**config.mk**
```make
export PLATFORM = sky130hd
export DESIGN_NAME = shift_sequencer
export DESIGN_NICKNAME = d
export VERILOG_FILES = /design/src/rtl/shift_sequencer.sv
export SDC_FILE = /design/constraint.sdc
export NUM_CORES = 1
export LEC_CHECK = 0
export ABC_AREA = 1
export BUFFER_PORTS_ARGS = -buffer_cell sky130_fd_sc_hd__buf_4
export CORE_AREA = 10 10 79 81
export CTS_BUF_LIST = sky130_fd_sc_hd__clkbuf_8
export DETAILED_ROUTE_END_ITERATION = 10
export DIE_AREA = 0 0 89 91
export RECOVER_POWER = 100
export SYNTH_ARGS = -nofsm -noshare
export SYNTH_HDL_FRONTEND = slang
export SYNTH_SLANG_ARGS = --single-unit
export TNS_END_PERCENT = 1
```
**constraint.sdc**
```tcl
create_clock -name clk -period 1.2 [get_ports clk]
set_input_delay 0 -clock clk [delete_from_list [all_inputs] [get_ports clk]]
set_output_delay 0 -clock clk [all_outputs]
set_load 0.05 [all_outputs]
```
**src/rtl/shift_sequencer.sv**
```systemverilog
// Purpose: command-driven controller for an 8-bit universal shift register (load / N-step shift / hold).
// Latency: accept-to-done is 3 edges for LOAD, N+2 edges for an N-step shift, 2 edges for HOLD or a zero-step shift.
// Backpressure: cmd_ready is high only in IDLE; cmd_* is ignored while busy, abort is honoured only in SHIFT.
//
// Ports:
//   clk, rst_n                 clock (rising edge), asynchronous active-low reset
//   cmd_valid/cmd_ready        command handshake; cmd_op 00 HOLD, 01 SHR, 10 SHL, 11 LOAD
//   cmd_amt, cmd_data, cmd_fill shift step count, load value, serial fill bit
//   abort                      ends a shift sequence after the current step
//   busy, done, done_aborted   status; done is a one-cycle pulse qualified by done_aborted
//   result                     register value captured at completion, held until the next completion
//   sr_c1/sr_c0/sr_enb/sr_sli/sr_sri/sr_in  register control pins; sr_out is the register readback
module shift_sequencer #(
  parameter int WIDTH = 8,
  parameter int CNT_W = 3
) (
  input  logic             clk,
  input  logic             rst_n,
  input  logic             cmd_valid,
  output logic             cmd_ready,
  input  logic [1:0]       cmd_op,
  input  logic [CNT_W-1:0] cmd_amt,
  input  logic [WIDTH-1:0] cmd_data,
  input  logic             cmd_fill,
  input  logic             abort,
  output logic             busy,
  output logic             done,
  output logic             done_aborted,
  output logic [WIDTH-1:0] result,
  output logic             sr_c1,
  output logic             sr_c0,
  output logic             sr_enb,
  output logic             sr_sli,
  output logic             sr_sri,
  output logic [WIDTH-1:0] sr_in,
  input  logic [WIDTH-1:0] sr_out
);

  typedef enum logic [1:0] {
    IDLE  = 2'd0,
    LOAD  = 2'd1,
    SHIFT = 2'd2,
    DONE  = 2'd3
  } state_t;

  localparam logic [1:0]       OP_SHR  = 2'b01;
  localparam logic [1:0]       OP_SHL  = 2'b10;
  localparam logic [1:0]       OP_LOAD = 2'b11;
  localparam logic [CNT_W-1:0] ONE     = CNT_W'(1);
  localparam logic [CNT_W-1:0] ZERO    = '0;

  state_t           state_q, state_d;
  logic [1:0]       op_q;
  logic [CNT_W-1:0] rem_q;
  logic [WIDTH-1:0] data_q;
  logic             fill_q;
  logic             aborted_q;

  // Next-state logic
  always_comb begin
    state_d = state_q;
    unique case (state_q)
      IDLE: begin
        if (cmd_valid) begin
          if (cmd_op == OP_LOAD)
            state_d = LOAD;
          else if ((cmd_op == OP_SHR || cmd_op == OP_SHL) && cmd_amt != ZERO)
            state_d = SHIFT;
          else
            state_d = DONE;
        end
      end
      LOAD:  state_d = DONE;
      // The step taken on the abort edge still happens; we just stop after it.
      SHIFT: if (rem_q == ONE || abort) state_d = DONE;
      DONE:  state_d = IDLE;
      default: state_d = IDLE;
    endcase
  end

  always_ff @(posedge clk or negedge rst_n) begin
    if (!rst_n) begin
      state_q      <= IDLE;
      op_q         <= 2'b00;
      rem_q        <= ZERO;
      data_q       <= '0;
      fill_q       <= 1'b0;
      aborted_q    <= 1'b0;
      result       <= '0;
      done         <= 1'b0;
      done_aborted <= 1'b0;
    end else begin
      state_q      <= state_d;
      done         <= 1'b0;
      done_aborted <= 1'b0;
      case (state_q)
        IDLE: begin
          if (cmd_valid) begin
            op_q      <= cmd_op;
            rem_q     <= cmd_amt;
            data_q    <= cmd_data;
            fill_q    <= cmd_fill;
            aborted_q <= 1'b0;
          end
        end
        SHIFT: begin
          rem_q <= rem_q - ONE;
          // Aborting on the final step is a normal completion, not an abort.
          if (abort && rem_q > ONE) aborted_q <= 1'b1;
        end
        DONE: begin
          result       <= sr_out;
          done         <= 1'b1;
          done_aborted <= aborted_q;
        end
        default: ;
      endcase
    end
  end

  // Moore outputs. sr_in defaults to sr_out so shifts chain on the register's own value.
  always_comb begin
    sr_enb = 1'b0;
    sr_c1  = 1'b0;
    sr_c0  = 1'b0;
    sr_sli = 1'b0;
    sr_sri = 1'b0;
    sr_in  = sr_out;
    case (state_q)
      LOAD: begin
        sr_enb = 1'b1;
        sr_c1  = 1'b1;
        sr_c0  = 1'b1;
        sr_in  = data_q;
      end
      SHIFT: begin
        sr_enb = 1'b1;
        sr_c1  = op_q[1];
        sr_c0  = op_q[0];
        sr_sli = fill_q;
        sr_sri = fill_q;
      end
      default: ;
    endcase
  end

  assign cmd_ready = (state_q == IDLE);
  assign busy      = (state_q != IDLE);

endmodule

```
* After elaboration in Yosys (flattened, before gate mapping)
Cells that the tools add are included.
** Storage, ports and cells
- Logic and storage cells :: 51
- Input bits :: 26
- Output and inout bits :: 25
- Bits in latches :: 0
- Memory bits (writable) :: 0
- Memories kept :: 0
- Register bits after elaboration :: 27
- ROM bits :: 0
** Operators by class
- Divide/modulo/power cells :: 0
- Shift-type cells :: 0
- Multipliers :: 0
- $add $sub $neg :: 1
- Bitwise logic cells :: 0
- Equal/unequal tests :: 10
- Reductions and logical operators :: 13
- Mux-type cells :: 17
- Order comparisons :: 1
** Operators by type and width (count)
- equality test 2 bit (second input constant) :: 4
- two-way mux 8 bit :: 1
- case mux 2 bit (4 select lines) :: 1
- two-way mux 1 bit :: 7
- two-way mux 2 bit :: 3
- inequality test 2 bit (second input constant) :: 3
- case mux 1 bit (2 select lines) :: 3
- case mux 3 bit (2 select lines) :: 1
- AND reduction 2 bit :: 3
- equality test 2 x 1 -> 1 bit (second input constant) :: 2
- nonzero test 2 bit :: 2
- equality test 3 x 1 -> 1 bit (second input constant) :: 1
- > comparator 3 x 1 -> 1 bit (second input constant) :: 1
- two-way mux 3 bit :: 1
- AND reduction 3 bit :: 1
- nonzero test 3 bit :: 1
- subtractor 3 x 1 -> 3 bit (second input constant) :: 1
- logical AND 1 bit :: 2
- logical NOT 2 bit :: 1
- logical OR 1 bit :: 2
- OR reduction 2 bit :: 1

* Logic depth before layout (Yosys ltp)
Gate-level depths: netlist of run 1.
- Word-level depth :: 7
- Depth in mapped cells :: 8
- Depth with buffers taken out :: 8

* Least setup slack after synthesis of run 1
No wires, ideal clock.
- Path kind :: reg2reg
- Start :: register state_q[0]
- End :: register state_q[1]
- Required time :: 1.083 ns
- Period minus slack after synthesis :: 1.926 ns
- Setup time :: 0.117 ns
- Path buffers :: 0
- Slack :: -0.726 ns
- Cell stages (with the launch flop) :: 8
- Arrival time :: 1.809 ns
- Cell sequence :: dfrtp_1 inv_1 ha_1 inv_1 nand2_1 o21ai_0 nand2_1 nand2_1
** Between the ends
- Word-level cells in the longest chain between the ends :: 3
- Elaborated cells on any way between the ends :: 8
- Classes of those cells :: 5 x eq/ne; 1 x mux; 2 x reduce/logical
** Ends and longest elaborated chain
- start: declaration :: line 52 : state_t state_q, state_d;
- start signal: assignment :: line 93 : state_q <= state_d;
- logical NOT 2 bit *
- named net cmd_ready :: line 20 : output logic cmd_ready,
- inequality test 2 bit (no source line)
- AND reduction 2 bit (no source line)
The timed path passes the listed nets; every way through them passes the cells marked *.
A chain may end at the register's enable or synchronous reset.

* Worst setup path in the final report of run 1
- Start :: register state_q[0]
- End :: output port busy
** Between the ends
- Word-level cells in the longest chain between the ends :: 1
** Ends and longest elaborated chain
- nonzero test 2 bit :: line 148 : assign busy = (state_q != IDLE);
- end: declaration :: line 26 : output logic busy,
Every way passes these cells.

==> out/results.txt, run 1 <==
Setup repair after global routing could not meet its margin everywhere. The detail route stage leaves a number of antenna-violating nets equal to 0. The region available for standard cell placement spans 4660 µm². Summing all multi-input logic gate instances after layout gives 697 µm².

The run gives 3.54 mW as the internal power of the cells. The tools report the fraction of the yosys area taken by sequential cells as 0.491. The number of H-tree levels was 1; the clock latency on the worst-skew pair was 0.28 ns.

The tools report the root buffer cell as clkbuf_8. The layout overhead on the synthesized area works out to 71.4%. Total power: 7.19 mW.

The first global-routing pass estimated 6.90 mm of wire. The boundary pin count is 51. For this design the static power due to leakage is 1.20 nW. The power per unit of standard cell area was 3050 nW/µm²; the number of nets in the finished design was 287.

The count of pins over their slew limit was 0. Yosys attributes the largest share of cell area to dfrtp_1 (49%), nand2_1 (22%), mux2_2 (6.6%). The top fanout value on the critical path is 3. The fraction of synthesized cell area taken by the top area cell type came out at 0.491.

The routed length per placed instance works out to 13.5 µm. The final reports fail on setup timing. The number of antenna violations at the first check in global routing is 0, and the clock period minus final worst setup slack is 1.44 ns. For the part of the power in the clock network, the log shows 0.075. The type of origin of the critical path was a register. At the pin with the least slew margin, the transition time is 0.685 ns. The number of failing hold endpoints at the final stage was 0; the DRC violation count after routing was 0. The total overflow left after global routing is 0. The part of the total power dissipated in combinational logic came out at 0.702. The setup path with the least slack is of type register to output pin. The floorplan step set the die width to 89 µm. The number of synthesized register bits was 27; the filler cell count in the final layout was 439. At the worst endpoint, the required time is 1.20 ns.

The relative contribution of sequential cells to total power came out at 0.224. TritonCTS built the clock tree. The initial standard-cell utilization of the core came out at 0.295. In this run the worst hold path is classified as input port to register. The synthesized area per cell works out to 8.28 µm².

Worst relative slew slack: 0.543. Tracing the worst setup path back leads to its startpoint at state_q[0]. The tools report the cell area after technology mapping as 1380 µm².

The flow ran to the end, but the final reports show violations. The half-perimeter wire length of the detailed placement result came out at 2.94 mm. The run gives 0 as the number of warning messages in the yosys log. The data arrival time at the worst-slack endpoint is 1.44 ns, and the pin count of the biggest net entering global routing is 28. Distinct cell type count after synthesis: 19. The register cell area after layout was 676 µm². The run gives -0.20 ns as the register-to-register setup slack. The routed wire length was 4.15 mm. The overall die area was 8100 µm²; the number of setup violations in the final report was 39.

The top cell types in the final layout, fill and taps aside, are nand2_1 (74), buf_4 (33), dfrtp_1 (27), dlygate4sd3_1 (21), buf_6 (20). Across the run, the number of max-cap violations was 0. During placement, the flow inserted port buffers numbering 50. The final RePlAce weighted congestion came out at 0.723. The detailed router's first-iteration violation count came out at 50.

On the final layout, the worst clock skew is 0.00440 ns. The clock sink count was 27; the CTS clock-pin slew for the worst setup and hold paths was 0.09 ns. The switching power as a share of total power is 0.508, and the final worst setup slack is -0.243 ns. The vertical extent of the die was 91 µm; the number of CTS-inserted buffers was 3. IR analysis of the VDD net gives a maximum drop of 2.07 mV. The final cycle utilization of the critical path was 1.20. The detailed-route vias per instance is 4.37.

The global router's overall resource usage came out at 0.104. The run gives 3.65 mW as the net switching power. The number of antenna diodes in the final layout is 0.

The tools report the post-route setup TNS as -6.13 ns. Last element of the critical path: busy. Counting cells, the worst reg-to-reg path comes to 6. The logs give 199 for the number of nets in the synthesized netlist and 25 for the standard-cell row count. For the via count, the log shows 1342. The maximum frequency from static timing analysis came out at 693 MHz. The library cell used most frequently in the layout, excluding fill and tap cells, is nand2_1. The maximum count of clock buffers along a single path came out at 2. Worst reg2reg path endpoint: rem_q[1]. Counting every instance in the synthesized netlist gives 166. The fraction of layout cells with a size suffix above 1 was 0.407; the number of iterations in the first detailed-routing pass was 4. In this run the critical register-to-register path is launched from state_q[1]. The worst hold margin was 0.0416 ns. The post-synthesis cell type with the largest combined area was dfrtp_1.

STA classifies the critical path endpoint as an output pin. The via count of the first global-routing pass was 1512.
-- power by group through the flow --
stage	clock network, mW	logic, mW	registers (mW)
floorplan	0	2.49	2.15
CTS	0.551	5.03	1.61
finish	0.538	5.05	1.61
global placement	0	4.32	1.61
detailed placement	0	4.35	1.63
global route	0.588	5.45	1.67
-- timing repair --
action,4_1_cts,5_1_grt
endpoints found under the hold margin,47,0
endpoints found under the setup margin,40,41
pin swaps,7,4
cloned,0,1
gates resized for setup,35,9
hold buffers,21,0
setup buffers,6,0
-- routing by layer --
metal	vias to the layer above	track usage	wire length [µm]
met5	-	0	0
met4	0	0.0438	58
met3	5	0.0214	194
met2	26	0.184	2230
met1	625	0.117	1670
li1	686	-	-
-- cells by family after synthesis --
logic type / synth area share
AO/OA/AOI/OAI: 0.0591
adder cells (fa/ha/maj): 0.0637
buffers and inverters: 0.0710
flip-flops: 0.491
multiplexers: 0.0655
AND/OR/NAND/NOR: 0.249
-- flip-flops by register name, indices dropped and copies added, names as in the netlist --
signal / flops
done: 1
state_q: 2
aborted_q: 1
result: 8
op_q: 2
done_aborted: 1
fill_q: 1
rem_q: 3
data_q: 8
-- through the flow --
step / instance area, µm² / util / setup WS [ns] / std cells
after detailed placement: 1900 / 0.408 / -0.113 / 275
final: 2360 / 0.506 / -0.243 / 307
after global routing: 2360 / 0.506 / -0.311 / 307
after CTS: 2340 / 0.503 / -0.242 / 306
after floorplan: 1400 / - / -0.318 / 166
after global placement: 1900 / 0.408 / -0.107 / 275
-- how the worst min path moves through the flow --
stage | start | endpoint | slack (ns) | cells past startpoint
global placement | rst_n | state_q[1] | -0.06 | 1
floorplan | rst_n | aborted_q | -0.30 | 0
finish | cmd_valid | state_q[0] | 0.04 | 4
CTS | cmd_valid | state_q[0] | 0.02 | 4
detailed placement | rst_n | rem_q[2] | -0.06 | 1
global route | cmd_valid | state_q[1] | 0.06 | 4
-- final cells by class --
cell class	count	share of cell area
clock buffer	3	0.0175
clock inverter	1	0.00318
inverter	16	0.0308
timing repair buffer	88	0.334
multi-input combinational	117	0.296
timing repair inverter	1	0.00318
tap	54	0.0287
sequential	27	0.287
-- Yosys cell counts --
master,instances
nand3_1,3
nor2_1,4
a21oi_2,1
a31oi_1,1
o211ai_1,1
nand3_2,1
inv_1,15
clkinv_1,1
buf_2,3
o21ai_2,1
nand2_1,79
o21ai_1,2
a21oi_1,3
o21ai_0,5
dfrtp_1,27
ha_1,7
buf_4,3
nand2_2,1
mux2_2,8
-- worst max-delay path, cell delays in order, from the launching register on --
cell	delay, ns
dfrtp_1	0.42
inv_2	0.11
ha_4	0.15
buf_4	0.13
clkinvlp_4	0.09
buf_4	0.13
buf_6	0.14
(Power assumes the default switching activity.)
==> inputs of run 2 (changes only) <==
--- a/config.mk
+++ b/config.mk
@@ -7,10 +7,12 @@
 export LEC_CHECK = 0
 export ABC_AREA = 1
 export BUFFER_PORTS_ARGS = -buffer_cell sky130_fd_sc_hd__buf_4
-export CORE_AREA = 10 10 79 81
-export CTS_BUF_LIST = sky130_fd_sc_hd__clkbuf_8
+export CELL_PAD_IN_SITES_DETAIL_PLACEMENT = 0
+export CELL_PAD_IN_SITES_GLOBAL_PLACEMENT = 1
+export CORE_AREA = 10 10 78 80
 export DETAILED_ROUTE_END_ITERATION = 10
-export DIE_AREA = 0 0 89 91
+export DIE_AREA = 0 0 88 90
+export PLACE_DENSITY_LB_ADDON = 0.1
 export RECOVER_POWER = 100
 export SYNTH_ARGS = -nofsm -noshare
 export SYNTH_HDL_FRONTEND = slang
==> run 2 against run 1 <==
Net effect: the flow still finishes with violations (setup timing); final area shrank 1.6%; flip-flop and latch count unchanged; maximum frequency grew 1.6%; sequential share of layout area is 0.53 points higher; largest cell class unchanged.
==> out/results.txt, run 2 (synthesized netlist as in run 1, its figures left out) <==
The flow ran to the end, but the final reports show violations. The checks that failed: setup timing. The critical path depth in cells was 6 (unchanged); the setup slack after placement was -0.211 ns (-0.0978 ns). For the worst-case clock skew, the log shows 0.00496 ns (+0.000562 ns).

For the data arrival time at the worst-slack endpoint, the log shows 1.42 ns (-0.02 ns). The layer with the highest usage after global routing is met2. Relative to the synthesized area, the layout overhead comes to 68.6%. The residual overflow from global routing is 0 (unchanged). Number of cells on the worst hold path: 4 (unchanged). Setup repair after global routing could not meet its margin everywhere. The tools report the total power as 7.04 mW (-2.1%). The number of failing hold endpoints at the final stage is 0 (unchanged), and the post-detailed-placement cell area is 1880 µm² (-1.1%). For the worst hold margin, the log shows 0.0297 ns (-0.0119 ns). TritonCTS built the clock tree.

The total buffers and inverters traversed by the critical path was 4 (-1). For the number of iterations in the first detailed-routing pass, the log shows 4 (unchanged). By instance count, the cell type seen most on the critical path is buf_6. Overall die area: 7920 µm² (-2.2%).

Routed wire length: 3.96 mm (-4.5%). The run gives 0.166 (-0.0174) as the fraction of met2 tracks used by global routing. The run gives 1.19 nW (-1.0%) as the leakage component of the power. The tree is rooted in a clkbuf_8.

The final cycle utilization of the critical path is 1.18 (-0.0184). The detailed-route vias per instance came out at 4.35 (-0.59%). Walking the worst path, the cells encountered are inv_2 -> ha_4 -> inv_4 -> buf_6 -> a21oi_2 -> buf_6.

The delay of the slowest cell on the worst path was 0.41 ns (about the same). For the number of max-cap violations, the log shows 0 (unchanged). The run gives 47 (-6.0%) as the detailed router's first-iteration violation count. The worst setup path is launched from a register. The vertical extent of the die is 90 µm (-1.1%), and the met1 capacity usage during global routing is 0.129 (+0.0119).

The number of H-tree levels was 1 (unchanged). The wire length of the first global-routing pass was 6.96 mm (+0.90%); the pin count of the biggest net entering global routing was 28 (unchanged). The standard-cell row count was 25 (unchanged). The tools report the number of CTS-inserted buffers as 3 (unchanged).

Commonest non-fill, non-tap cell in the layout: nand2_1. The number of setup violations in the final report came out at 39 (unchanged). Category of cells accounting for the largest share of critical-path delay: buffers and inverters. Initial standard-cell utilization of the core: 0.299 (+0.00401). The clock sink count was 27 (unchanged); the clock period minus final worst setup slack was 1.42 ns (-0.0220 ns). Worst endpoint required time: 1.20 ns (about the same). For the worst relative slew slack, the log shows 0.538 (-0.00496).

The cell with the largest stage delay on the worst path is dfrtp_1. The final design instance area without fill came out at 2320 µm² (-1.6%). The tightest min-delay check is of the input port to register type. The CTS clock-pin slew for the worst setup and hold paths came out at 0.09 ns (about the same). The maximum count of clock buffers along a single path is 2 (unchanged).

The number of nets in the finished design was 284 (-1.0%); the fraction of layout cells with a size suffix above 1 was 0.404 (-0.00311). The largest registers in the layout are data_q (8), result (8), rem_q (3). The number of cells traversed by the worst register-to-register path was 7 (+1).

The tools report the number of diodes added for antenna fixing as 0 (unchanged). The count of pins over their slew limit is 0 (unchanged), and the maximum frequency from static timing analysis is 704 MHz (+1.6%). The measured slew at the worst slew-check pin was 0.693 ns (+0.00745 ns). The via count is 1321 (-1.6%). The sort of element at the end of the critical path is an output pin. The critical path is of the register to output pin type.

The top fanout value on the critical path was 3 (unchanged). The number of antenna violations at the first check in global routing was 0 (unchanged); the global router's overall resource usage was 0.105 (+0.000660). The worst-case vdd ir drop is 2.09 mV (+0.90%). For the met3 global-route usage, the log shows 0.0307 (+0.00924).

The final RePlAce weighted congestion is 0.751 (+3.9%), and the area of the placeable core is 4600 µm² (-1.3%). The power per unit of standard cell area came out at 3040 nW/µm² (-0.50%). The tools report the filler cell count in the final layout as 451 (+2.7%). The port buffer count came out at 50 (unchanged). The tools report the core utilization of the finished layout as 0.504 (-0.00155). The routed length per placed instance is 13.0 µm (-3.6%), and the die outline width is 88 µm (-1.1%). The top cell types in the final layout, fill and taps aside, are nand2_1 (72), buf_4 (34), dfrtp_1 (26), dlygate4sd3_1 (21), buf_6 (15). The clock latency on the worst-skew pair is 0.27 ns (about the same), and the DRC violation count after routing is 0 (unchanged). Half-perimeter wire length of the detailed placement result: 2.92 mm (-0.65%). The boundary pin count is 51 (unchanged). The residual antenna-violating net count after detailed routing was 0 (unchanged); the via count of the first global-routing pass was 1469 (-2.8%).

The tools report the final worst setup slack as -0.221 ns (+0.0220 ns).
[run 2: what timing repair did]
| item | in CTS | in global routing |
|---|---|---|
| gates resized for setup | 33 | 15 |
| endpoints found under the hold margin | 47 | 0 |
| pin swaps | 5 | 5 |
| hold buffers | 21 | 0 |
| buffers inserted | 4 | 1 |
| setup endpoints to repair | 41 | 40 |
[run 2: path summary, 6_finish.rpt]
check,from,end,slack (ns)
min in group asynchronous,rst_n,result[7],0.29
min reg2reg,aborted_q,done_aborted,0.47
max reg2reg,state_q[1],state_q[0],-0.19
min,cmd_valid,state_q[1],0.03
max,state_q[1],sr_c0,-0.22
max in group asynchronous,rst_n,state_q[0],0.42
[run 2: worst reg2reg max path, stage by stage, from the launching register on]
cell and delay (ns):
dfrtp_1 0.41, buf_4 0.16, ha_4 0.16, buf_6 0.12, buf_4 0.16, a31oi_2 0.18, nand2_1 0.08, nand2_1 0.06
[run 2: cell type report]
type	instances	area (µm²)	area share
Inverter	16	72.6	0.0313
Multi-Input combinational cell	117	692	0.298
Clock buffer	4	45.0	0.0194
Tap cell	54	67.6	0.0291
Timing Repair Buffer	86	764	0.330
Sequential cell	27	677	0.292
[run 2: through the flow]
| step | setup TNS, ns | cells |
|---|---|---|
| after floorplan | -3.31 | 166 |
| final | -4.36 | 304 |
| after CTS | -4.69 | 303 |
| after global routing | -7.47 | 304 |
| after global placement | -2.18 | 274 |
| after detailed placement | -3.50 | 274 |
[run 2: layer usage]
layer  up-vias  part of all wire
li1        681                 -
met1       601              0.42
met2        37              0.49
met3         2             0.085
met4         0            0.0091
met5         -                 0
[run 2: power by group]
part	internal (mW)	leakage (nW)	switching (mW)	total, mW
sequential	1.36	0.330	0.253	1.61
combinational	1.90	0.840	3.01	4.91
clock	0.238	0.0228	0.280	0.518
